==> config.mk <==
export PLATFORM = sky130hd
export DESIGN_NAME = idma_eh_policy_ctrl
export DESIGN_NICKNAME = d
export VERILOG_FILES = /design/src/rtl/idma_pkg.sv /design/src/rtl/idma_eh_policy_ctrl.sv
export SDC_FILE = /design/constraint.sdc
export NUM_CORES = 1
export LEC_CHECK = 0
export CAP_MARGIN = 20
export CORE_ASPECT_RATIO = 1.5
export CORE_MARGIN = 3
export CORE_UTILIZATION = 47
export CTS_CLUSTER_DIAMETER = 120
export DETAILED_ROUTE_END_ITERATION = 12
export GPL_TIMING_DRIVEN = 0
export MAX_ROUTING_LAYER = met4
export PLACE_DENSITY = 0.81
export SYNTH_ARGS = -nofsm -noshare
export SYNTH_HDL_FRONTEND = slang
export SYNTH_SLANG_ARGS = --single-unit
==> constraint.sdc <==
create_clock -name clk_i -period 3.5 [get_ports clk_i]
set_clock_uncertainty 0.05 [all_clocks]
set_input_delay 0.35 -clock clk_i [delete_from_list [all_inputs] [get_ports clk_i]]
set_output_delay 0.35 -clock clk_i [all_outputs]
set_load 0.1 [all_outputs]
==> src/rtl/idma_pkg.sv <==
// -----------------------------------------------------------------------------
// idma_pkg
// Shared types for the iDMA error-handling policy controller.
//   eh_policy_e      : per-error-type policy (CONTINUE / ABORT / SOFTWARE).
//                      CONTINUE and ABORT double as the decision values that
//                      are sent to the error handler.
//   default_*_t      : default response, error-handling request and address
//                      types used when the controller is not given its own.
//   eh_state_e       : controller state.
// -----------------------------------------------------------------------------
package idma_pkg;

  typedef enum logic [1:0] {
    CONTINUE = 2'd0,
    ABORT    = 2'd1,
    SOFTWARE = 2'd2
  } eh_policy_e;

  typedef logic [31:0] default_addr_t;

  // Decision to the error handler: 0 = CONTINUE, 1 = ABORT.
  typedef logic [0:0] default_eh_req_t;

  // 1D response as seen by the error handler and the frontend.
  typedef struct packed {
    logic [7:0]    tag;
    logic          error;
    logic [1:0]    cause;
    logic          err_type;    // 0 read, 1 write
    default_addr_t burst_addr;
  } default_rsp_t;

  typedef enum logic [1:0] {
    ST_PASS,
    ST_FWD_ERR,
    ST_WAIT_SW,
    ST_ISSUE
  } eh_state_e;

  // Policy encodings 2 and 3 both hand the decision to software.
  function automatic logic policy_is_sw(input logic [1:0] mode);
    return mode[1];
  endfunction

endpackage

==> src/rtl/idma_eh_policy_ctrl.sv <==
// -----------------------------------------------------------------------------
// idma_eh_policy_ctrl
// Sits between the iDMA error handler and the frontend. Error-free responses
// pass straight through. An error response is captured, forwarded to the
// frontend once, and then a CONTINUE/ABORT decision is sent back to the error
// handler according to the configured policy for the error type (read/write):
// fixed CONTINUE, fixed ABORT, or a software decision with optional timeout
// (timeout forces ABORT).
//
// Ports
//   clk_i, rst_i                      clock, synchronous active-high reset
//   rsp_i/rsp_valid_i/rsp_ready_o     responses from the error handler
//   rsp_o/rsp_valid_o/rsp_ready_i     responses to the frontend
//   eh_o/eh_valid_o/eh_ready_i        decision to the error handler
//   sw_eh_i/sw_eh_valid_i/sw_eh_ready_o  software decision
//   cfg_rd_mode_i, cfg_wr_mode_i      policy per error type
//   cfg_timeout_i                     software wait in cycles, 0 = forever
//   err_cnt_clr_i                     clear the error counter
//   err_cnt_o                         saturating error count
//   last_addr_o/last_cause_o/last_type_o  details of the last captured error
//   timeout_o                         last software decision timed out
//   err_irq_o                         one-cycle pulse after each capture
//   busy_o                            an error is being handled
// -----------------------------------------------------------------------------
module idma_eh_policy_ctrl
  import idma_pkg::*;
#(
  parameter int unsigned ErrCntWidth   = 16,
  parameter int unsigned TimeoutWidth  = 16,
  parameter type         idma_rsp_t    = default_rsp_t,
  parameter type         idma_eh_req_t = default_eh_req_t,
  parameter type         addr_t        = default_addr_t
) (
  input  logic                    clk_i,
  input  logic                    rst_i,

  input  idma_rsp_t               rsp_i,
  input  logic                    rsp_valid_i,
  output logic                    rsp_ready_o,

  output idma_rsp_t               rsp_o,
  output logic                    rsp_valid_o,
  input  logic                    rsp_ready_i,

  output idma_eh_req_t            eh_o,
  output logic                    eh_valid_o,
  input  logic                    eh_ready_i,

  input  idma_eh_req_t            sw_eh_i,
  input  logic                    sw_eh_valid_i,
  output logic                    sw_eh_ready_o,

  input  logic [1:0]              cfg_rd_mode_i,
  input  logic [1:0]              cfg_wr_mode_i,
  input  logic [TimeoutWidth-1:0] cfg_timeout_i,
  input  logic                    err_cnt_clr_i,

  output logic [ErrCntWidth-1:0]  err_cnt_o,
  output addr_t                   last_addr_o,
  output logic [1:0]              last_cause_o,
  output logic                    last_type_o,
  output logic                    timeout_o,
  output logic                    err_irq_o,
  output logic                    busy_o
);

  eh_state_e               r_state,   w_state;
  idma_rsp_t               r_rsp;
  idma_eh_req_t            r_eh,      w_eh;
  logic [TimeoutWidth-1:0] r_timer,   w_timer;
  logic                    r_timeout, w_timeout;
  logic [ErrCntWidth-1:0]  r_err_cnt, w_err_cnt;
  logic                    r_irq;
  addr_t                   r_last_addr;
  logic [1:0]              r_last_cause;
  logic                    r_last_type;
  logic                    w_capture;
  logic [1:0]              w_policy;

  // NOTE: every signal written here gets a default first; a path that skips
  // an assignment would otherwise infer a latch.
  always_comb begin
    w_state     = r_state;
    w_eh        = r_eh;
    w_timer     = r_timer;
    w_timeout   = r_timeout;
    w_capture   = 1'b0;
    rsp_o       = rsp_i;
    rsp_valid_o = rsp_valid_i;
    rsp_ready_o = rsp_ready_i;
    // The captured error type selects which policy applies.
    w_policy    = r_last_type ? cfg_wr_mode_i : cfg_rd_mode_i;

    unique case (r_state)
      ST_PASS: begin
        if (rsp_valid_i && rsp_i.error) begin
          // Swallow the error here; it is replayed from r_rsp next state.
          rsp_valid_o = 1'b0;
          rsp_ready_o = 1'b1;
          w_capture   = 1'b1;
          w_state     = ST_FWD_ERR;
        end
      end

      ST_FWD_ERR: begin
        rsp_o       = r_rsp;
        rsp_valid_o = 1'b1;
        rsp_ready_o = 1'b0;
        if (rsp_ready_i) begin
          // Policy is frozen here; later config changes do not apply.
          if (policy_is_sw(w_policy)) begin
            w_timer = '0;
            w_state = ST_WAIT_SW;
          end else begin
            w_eh    = w_policy[0] ? idma_eh_req_t'(ABORT) : idma_eh_req_t'(CONTINUE);
            w_state = ST_ISSUE;
          end
        end
      end

      ST_WAIT_SW: begin
        rsp_valid_o = 1'b0;
        rsp_ready_o = 1'b0;
        if (sw_eh_valid_i) begin
          // A software answer in the expiry cycle still wins.
          w_eh      = sw_eh_i;
          w_timeout = 1'b0;
          w_state   = ST_ISSUE;
        end else if (cfg_timeout_i != '0) begin
          if (r_timer == cfg_timeout_i - TimeoutWidth'(1)) begin
            w_eh      = idma_eh_req_t'(ABORT);
            w_timeout = 1'b1;
            w_state   = ST_ISSUE;
          end else begin
            w_timer = r_timer + TimeoutWidth'(1);
          end
        end
      end

      ST_ISSUE: begin
        rsp_valid_o = 1'b0;
        rsp_ready_o = 1'b0;
        if (eh_ready_i) w_state = ST_PASS;
      end

      default: w_state = ST_PASS;
    endcase

    // A clear coinciding with a new error still counts that error.
    w_err_cnt = r_err_cnt;
    if (w_capture) begin
      if (err_cnt_clr_i)    w_err_cnt = ErrCntWidth'(1);
      else if (~&r_err_cnt) w_err_cnt = r_err_cnt + ErrCntWidth'(1);
    end else if (err_cnt_clr_i) begin
      w_err_cnt = '0;
    end
  end

  // NOTE: sequential state uses non-blocking assignments so every register
  // samples the pre-edge value of every other.
  always_ff @(posedge clk_i) begin
    if (rst_i) begin
      r_state      <= ST_PASS;
      r_timer      <= '0;
      r_timeout    <= 1'b0;
      r_err_cnt    <= '0;
      r_irq        <= 1'b0;
      r_last_addr  <= '0;
      r_last_cause <= '0;
      r_last_type  <= 1'b0;
    end else begin
      r_state   <= w_state;
      r_timer   <= w_timer;
      r_timeout <= w_timeout;
      r_err_cnt <= w_err_cnt;
      r_irq     <= w_capture;
      if (w_capture) begin
        r_last_addr  <= rsp_i.burst_addr;
        r_last_cause <= rsp_i.cause;
        r_last_type  <= rsp_i.err_type;
      end
    end
  end

  // NOTE: payload registers carry no reset; they are only observed while
  // qualified by a valid that is itself reset.
  always_ff @(posedge clk_i) begin
    r_eh <= w_eh;
    if (w_capture) r_rsp <= rsp_i;
  end

  assign eh_o          = r_eh;
  assign eh_valid_o    = (r_state == ST_ISSUE);
  assign sw_eh_ready_o = (r_state == ST_WAIT_SW);
  assign busy_o        = (r_state != ST_PASS);
  assign err_cnt_o     = r_err_cnt;
  assign last_addr_o   = r_last_addr;
  assign last_cause_o  = r_last_cause;
  assign last_type_o   = r_last_type;
  assign timeout_o     = r_timeout;
  assign err_irq_o     = r_irq;

endmodule

# Yosys cells after proc, flatten, opt, wreduce, memory -nomap -nowiden
# Index checks and enable logic that the tools add are counted.
[classes]
n_addsub = 3
n_eq_ne = 15
n_mux = 34
reduce_logical = 16
[op_table]
columns = ["operator", "n"]
rows = [
  ["two-way mux 16 bit", 9],
  ["two-way mux 44 bit", 1],
  ["adder 16 x 1 -> 16 bit (second input constant)", 2],
  ["one-hot mux 16 bit (2 select lines)", 1],
  ["== test 16 bit", 1],
  ["AND reduction 16 bit", 1],
  ["nonzero test 16 bit", 1],
  ["subtractor 16 x 1 -> 16 bit (second input constant)", 1],
  ["two-way mux 2 bit", 7],
  ["inequality test 2 bit (second input constant)", 7],
  ["two-way mux 1 bit", 12],
  ["AND reduction 5 bit", 2],
  ["nonzero test 2 bit", 5],
  ["one-hot mux 2 bit (4 select lines)", 1],
  ["inequality test 3 x 2 -> 1 bit (second input constant)", 2],
  ["AND reduction 6 bit", 1],
  ["== test 2 bit (second input constant)", 2],
  ["inequality test 2 x 1 -> 1 bit (second input constant)", 2],
  ["one-hot mux 1 bit (2 select lines)", 2],
  ["one-hot mux 1 bit (3 select lines)", 1],
  ["AND reduction 3 bit", 1],
  ["OR reduction 3 bit", 1],
  ["== test 2 x 1 -> 1 bit (second input constant)", 1],
  ["zero test 2 bit", 1],
  ["3 further kinds", 3],
]
[totals]
regBits = 116
input_bits = 72
out_inout_bits = 103
word_cells = 82

# Logic depth before layout (Yosys ltp)
# Gate-level depths: netlist of run 1.
[depth]
ltp_word = 6
ltp_mapped = 12
depth_no_buf = 10

# Least setup slack after synthesis of run 1
# OpenSTA, ideal clock, no wires.
[synth_timing]
path_kind = "reg-to-reg"
from = "register r_err_cnt[3], in the netlist err_cnt_o[3]"
to = "register r_err_cnt[9], in the netlist err_cnt_o[9]"
setup_ps = 121
arrival_time_ps = 2948
required_ps = 3329
path_slack_ps = 382
stages_incl_launch_ff = 9
synth_period_minus_slack_ps = 3118
cell_sequence = "dfxtp_1 -> and3_1 -> clkbuf_1 -> nand4_1 -> nor3_1 -> a41oi_1 -> o21bai_1 -> nor2_1 -> o221a_1"
[synth_via]
elab_chain_cells = 4
word_cells_on_any_way = 7
cone_classes = "1 x add/sub; 1 x eq/ne; 3 x mux; 2 x reduce/logical"
[synth_rtl]
columns = ["element", "line_no", "source"]
rows = [
  ["from (decl)", "idma_eh_policy_ctrl.sv:72", "logic [ErrCntWidth-1:0] r_err_cnt, w_err_cnt;"],
  ["from (signal assigned)", "idma_eh_policy_ctrl.sv:175", "r_err_cnt <= w_err_cnt;"],
  ["adder 16 x 1 -> 16 bit", "idma_eh_policy_ctrl.sv:153", "else if (~&r_err_cnt) w_err_cnt = r_err_cnt + ErrCntWidth'(1);"],
  ["two-way mux 16 bit", "idma_eh_policy_ctrl.sv:153", ""],
  ["two-way mux 16 bit", "idma_eh_policy_ctrl.sv:152", "if (err_cnt_clr_i) w_err_cnt = ErrCntWidth'(1);"],
  ["two-way mux 16 bit", "idma_eh_policy_ctrl.sv:151", "if (w_capture) begin"],
]
# Parallel ways exist; a longest one is shown, timed or not. The select of a mux whose other input is x is not followed.
# A chain may end at the register's enable or synchronous reset.

==> out/metrics.sh, run 1 <==
RUN_STATUS='complete, no violations'
FINAL_WTD_CONGESTION=0.9525
DP_HPWL_UM=12450
RR_ENDPOINT='err_cnt_o[9]$_SDFFE_PP0P_'
YOSYSWARNINGCOUNT=0
WORST_SLEW_MARGIN_REL=0.2822
GRT_START_MAX_NET_PINS=29
FINAL_CELL_COUNT_NO_FILL=916
PLACEDINSTANCEAREA_UM2=7508
DR.PASS1.ITERS=8
CTSHOLDBUFFERS=0
FINALCRITPERIODSHARE=0.9189
FINAL_WORST_SETUP_SLACK_NS=0.2838
DIE_WIDTH_UM=94.79
BUFFER_PORTS.INSERTED=174
CTS.SINK_COUNT=116
CTS.CLK_SLEW.WORST_PATHS_NS=0.06
CTS_HTREE_LEVELS=4
IO-PIN-COUNT=175
IR_DROP_V=0.0004118
POWER.DENSITY_CELL_AREA_nW_PER_UM2=786.0
DIE_HEIGHT_UM=139.2
SYNTHESIS.INSTANCES=559
FINALNETCOUNT=832
CTS_ROOT_BUF='sky130_fd_sc_hd__clkbuf_16'
FLOORPLAN.DIE_AREA_UM2=13190
SYNTHESIS.NETS=638
CP.REQUIRED_NS=3.10
ASYNC_FLOP_SHARE=0
ACHIEVABLE-FREQUENCY_MHz=310.9
FILLERINSTANCES=887
CRIT_PATH_MAX_FANOUT=10
FINALMAXSLEWVIOLATIONS=0
WHS_NS=0.4048
DETAIL_ROUTE.WL_PER_CELL_UM=18.17
TRITONCTS='built'
SETUP-VIOLATIONS-FINAL=0
FINAL_UTIL=0.6883
GLOBAL_ROUTE_WIRE_LENGTH_BEFORE_REPAIR_UM=25580
CLOCK_LATENCY_ON_THE_WORST_SKEW_PAIR_NS=0.40
CELLLEAKAGEPOWER_nW=2.771
GRT_USE_TOTAL=0.2566
SYN_TO_FINAL_GROWTH_PCT=42.80
POST_SYNTH_CELL_TYPES=61
FIN_CRIT_NS=3.216
WORST_SETUP_PATH_END_KIND='output port'
PLACE.DETAILED.INSTANCES=884
CATEGORY_OF_THE_WORST_SETUP_PATH_LAUNCH_POINT='flip-flop'
WORST_SETUP_PATH_STARTPOINT='r_state[1]$_SDFFE_PP0P_'
SYNTH_SEQ_CELLS=116
PRECTSSETUPSLACK_NS=-0.09554
CRITICAL_PATH.ENDPOINT='rsp_o[2]'
DRC_ERRORS=0
TIMING.REG2REG.SETUP_SLACK_NS=0.62
GLOBALROUTEOVERFLOWTOTAL=0
INITIALDRTVIOLATIONCOUNT=238
ROUTE.DETAILED.VIAS_PER_INST=5.474
NUM_VIAS=5014
EDFF_COUNT_SYNTH=45
WORST_PIN_SLEW_NS=1.073
ARRIVAL_NS=2.82
DRIVE_ABOVE_1_SHARE=0.1867
FLOORPLAN.INITIALDENSITY=0.4820
ANTENNA_CELLS_INSERTED=0
TIMING.SETUP.CRITICAL_PATH_CLASS='reg -> out'
AVGSYNTHCELLAREA_UM2=9.942
DETAIL_ROUTE.WIRELENGTH_UM=16650
RSZ0062_AT_GRT='no'
FIN_AREA_UM2=7936
MIN-DELAY-PATH-CLASS='reg -> reg'
WORST_R2R_STARTPOINT='err_cnt_o[3]$_SDFFE_PP0P_'
DRV.MAX_CAP_VIOLATION_COUNT=0
POST_SYNTH_INSTANCE_AREA_UM2=5558
CTS_SETUP_BUFFERS=0
CLOCK_TREE.BUFFER_DEPTH=2
SYNTH-SEQ-AREA-SHARE=0.4989
PLACEMENTROWS=48
FLOORPLAN.CORE_AREA_UM2=11530
DETAIL-ROUTE-ANTENNA-NETS=0
SYNTH_FF_TYPE='sky130_fd_sc_hd__dfxtp_1'
INITIAL_ANTENNA_VIOLATION_COUNT=0
TIMING.REG2REG.WORST_PATH_DEPTH=8
CTS-BUFFERS-INSERTED=17
NUMBER_OF_HOLD_SLACK_VIOLATIONS_IN_THE_FINAL_TIMING_REPORT=0
VIAS_IN_THE_FIRST_GLOBAL_ROUTE=5056
power by group:
part	switching (mW)	leakage, nW	total (mW)	internal (mW)
Sequential	0.0594	0.993	1.61	1.55
Combinational	2.18	1.49	2.82	0.637
Clock	0.642	0.292	1.81	1.17
Total	2.88	2.77	6.24	3.35
routing by layer:
layer | wire [µm] | track usage
met1 | 6056 | 0.2693
met2 | 8823 | 0.4535
met3 | 1301 | 0.05646
met4 | 466 | 0.1065
met5 | 0 | -
worst max-delay path, cell delays in order (launching register included):
cell                              delay [ns]
sky130_fd_sc_hd__dfxtp_1                0.36
sky130_fd_sc_hd__inv_1                  0.09
sky130_fd_sc_hd__ha_1                   0.16
sky130_fd_sc_hd__clkbuf_1               0.41
sky130_fd_sc_hd__mux2_2                 0.25
sky130_fd_sc_hd__clkdlybuf4s50_1        1.14
metrics by stage:
stage	total power [mW]	TNS [ns]
floorplan	3.871	0
global placement	4.530	-12.03
detailed placement	4.568	-0.9519
CTS	6.288	0
global route	6.428	0
finish	6.238	0
final cells by class:
class,instances,area (µm²),area share
Buffer,27,121.4,0.01529
Clock buffer,19,452.9,0.05707
Clock inverter,13,172.7,0.02176
Inverter,10,37.54,0.004730
Multi-Input combinational cell,406,2628,0.3311
Sequential cell,116,2773,0.3494
Tap cell,150,187.7,0.02365
Timing Repair Buffer,175,1564,0.1971
state kept, by name (all words and copies together), names as in the netlist:
name          flops
last_cause_o      2
err_irq_o         1
eh_o              1
r_rsp            44
err_cnt_o        16
last_type_o       1
timeout_o         1
r_timer          16
r_state           2
last_addr_o      32
cell usage in the layout (no fill, tap or decap), types with 5 or more instances in the layout:
| master | instances |
|---|---|
| sky130_fd_sc_hd__clkdlybuf4s50_1 | 133 |
| sky130_fd_sc_hd__nand2_1 | 98 |
| sky130_fd_sc_hd__dfxtp_1 | 71 |
| sky130_fd_sc_hd__a21oi_1 | 50 |
| sky130_fd_sc_hd__mux2_2 | 45 |
| sky130_fd_sc_hd__edfxtp_1 | 45 |
| sky130_fd_sc_hd__clkbuf_2 | 42 |
| sky130_fd_sc_hd__nor2_1 | 36 |
| sky130_fd_sc_hd__xnor2_1 | 22 |
| sky130_fd_sc_hd__nor3_1 | 20 |
| sky130_fd_sc_hd__clkbuf_16 | 17 |
| sky130_fd_sc_hd__clkbuf_1 | 15 |
| sky130_fd_sc_hd__nand3_1 | 14 |
| sky130_fd_sc_hd__inv_1 | 10 |
| sky130_fd_sc_hd__o21ai_1 | 9 |
| sky130_fd_sc_hd__or3_1 | 8 |
| sky130_fd_sc_hd__xor2_1 | 8 |
| sky130_fd_sc_hd__ha_1 | 7 |
| sky130_fd_sc_hd__buf_1 | 6 |
| sky130_fd_sc_hd__o21ai_0 | 6 |
| sky130_fd_sc_hd__o31ai_1 | 6 |
| sky130_fd_sc_hd__nand4_1 | 5 |
| sky130_fd_sc_hd__nand2b_1 | 5 |
| sky130_fd_sc_hd__and3_1 | 5 |
| sky130_fd_sc_hd__or4_1 | 5 |
worst min-delay path by stage:
stage                                             from                            to  cells after the start
after global routing      last_addr_o[29]$_SDFFE_PP0P_  last_addr_o[29]$_SDFFE_PP0P_                      2
after floorplan                               rsp_i[0]            r_rsp[0]$_DFFE_PP_                      0
after detailed placement  last_cause_o[1]$_SDFFE_PP0P_  last_cause_o[1]$_SDFFE_PP0P_                      2
after CTS                 last_cause_o[1]$_SDFFE_PP0P_  last_cause_o[1]$_SDFFE_PP0P_                      2
after global placement    last_addr_o[21]$_SDFFE_PP0P_  last_addr_o[21]$_SDFFE_PP0P_                      2
final                     last_cause_o[1]$_SDFFE_PP0P_  last_cause_o[1]$_SDFFE_PP0P_                      2
repair_timing:
action | 4_1_cts | 5_1_grt
endpoints found under the setup margin | 40 | 41
gates resized for setup | 40 | 81
endpoints found under the hold margin | 0 | 0
pin swaps | 0 | 0
synthesized netlist by cell type, types with 2 or more instances:
library cell	number	area, µm²
sky130_fd_sc_hd__or3_1	8	50.05
sky130_fd_sc_hd__o2111ai_2	2	30.03
sky130_fd_sc_hd__o21ai_1	9	45.04
sky130_fd_sc_hd__a31oi_1	4	25.02
sky130_fd_sc_hd__o31ai_1	6	45.04
sky130_fd_sc_hd__or4_1	5	37.54
sky130_fd_sc_hd__xor2_1	8	70.07
sky130_fd_sc_hd__or4_4	2	22.52
sky130_fd_sc_hd__nand2_1	98	367.9
sky130_fd_sc_hd__buf_6	2	22.52
sky130_fd_sc_hd__nor4_4	3	63.81
sky130_fd_sc_hd__nand4_1	5	31.28
sky130_fd_sc_hd__edfxtp_1	45	1351
sky130_fd_sc_hd__nand2b_1	5	31.28
sky130_fd_sc_hd__nand3_1	14	70.07
sky130_fd_sc_hd__a22oi_1	2	15.01
sky130_fd_sc_hd__a211oi_1	4	30.03
sky130_fd_sc_hd__clkbuf_1	16	60.06
sky130_fd_sc_hd__buf_1	6	22.52
sky130_fd_sc_hd__o21ai_0	6	30.03
sky130_fd_sc_hd__or2_2	2	12.51
sky130_fd_sc_hd__ha_1	7	87.58
sky130_fd_sc_hd__mux2_2	45	506.7
sky130_fd_sc_hd__nor2b_1	4	25.02
sky130_fd_sc_hd__mux2i_1	4	40.04
sky130_fd_sc_hd__inv_1	10	37.54
sky130_fd_sc_hd__xnor2_1	22	192.7
sky130_fd_sc_hd__o21a_1	2	15.01
sky130_fd_sc_hd__and3_1	5	31.28
sky130_fd_sc_hd__buf_2	2	10.01
sky130_fd_sc_hd__a21oi_1	50	250.2
sky130_fd_sc_hd__nor2_1	36	135.1
sky130_fd_sc_hd__dfxtp_1	71	1421
sky130_fd_sc_hd__and2_1	3	18.77
sky130_fd_sc_hd__nor3_1	20	100.1
cells by family after synthesis:
kind of cell,Yosys count,synth area share
AOI/OAI and AO/OA,103,0.1207
xor gates and xnor gates,30,0.04728
adders and majority gates,7,0.01576
buffers and inverters,37,0.02837
DFF,116,0.4989
muxes,49,0.09838
and+or+nand+nor,217,0.1907
Note: power is estimated with default switching activity, not from simulation.
==> inputs of run 2 (changes only) <==
--- a/config.mk
+++ b/config.mk
@@ -12,6 +12,7 @@
 export CTS_CLUSTER_DIAMETER = 120
 export DETAILED_ROUTE_END_ITERATION = 12
 export GPL_TIMING_DRIVEN = 0
+export HOLD_SLACK_MARGIN = 0.03
 export MAX_ROUTING_LAYER = met4
 export PLACE_DENSITY = 0.81
 export SYNTH_ARGS = -nofsm -noshare
==> results of run 2 <==
The final DEF is identical to that of run 1; final timing and power are the same.
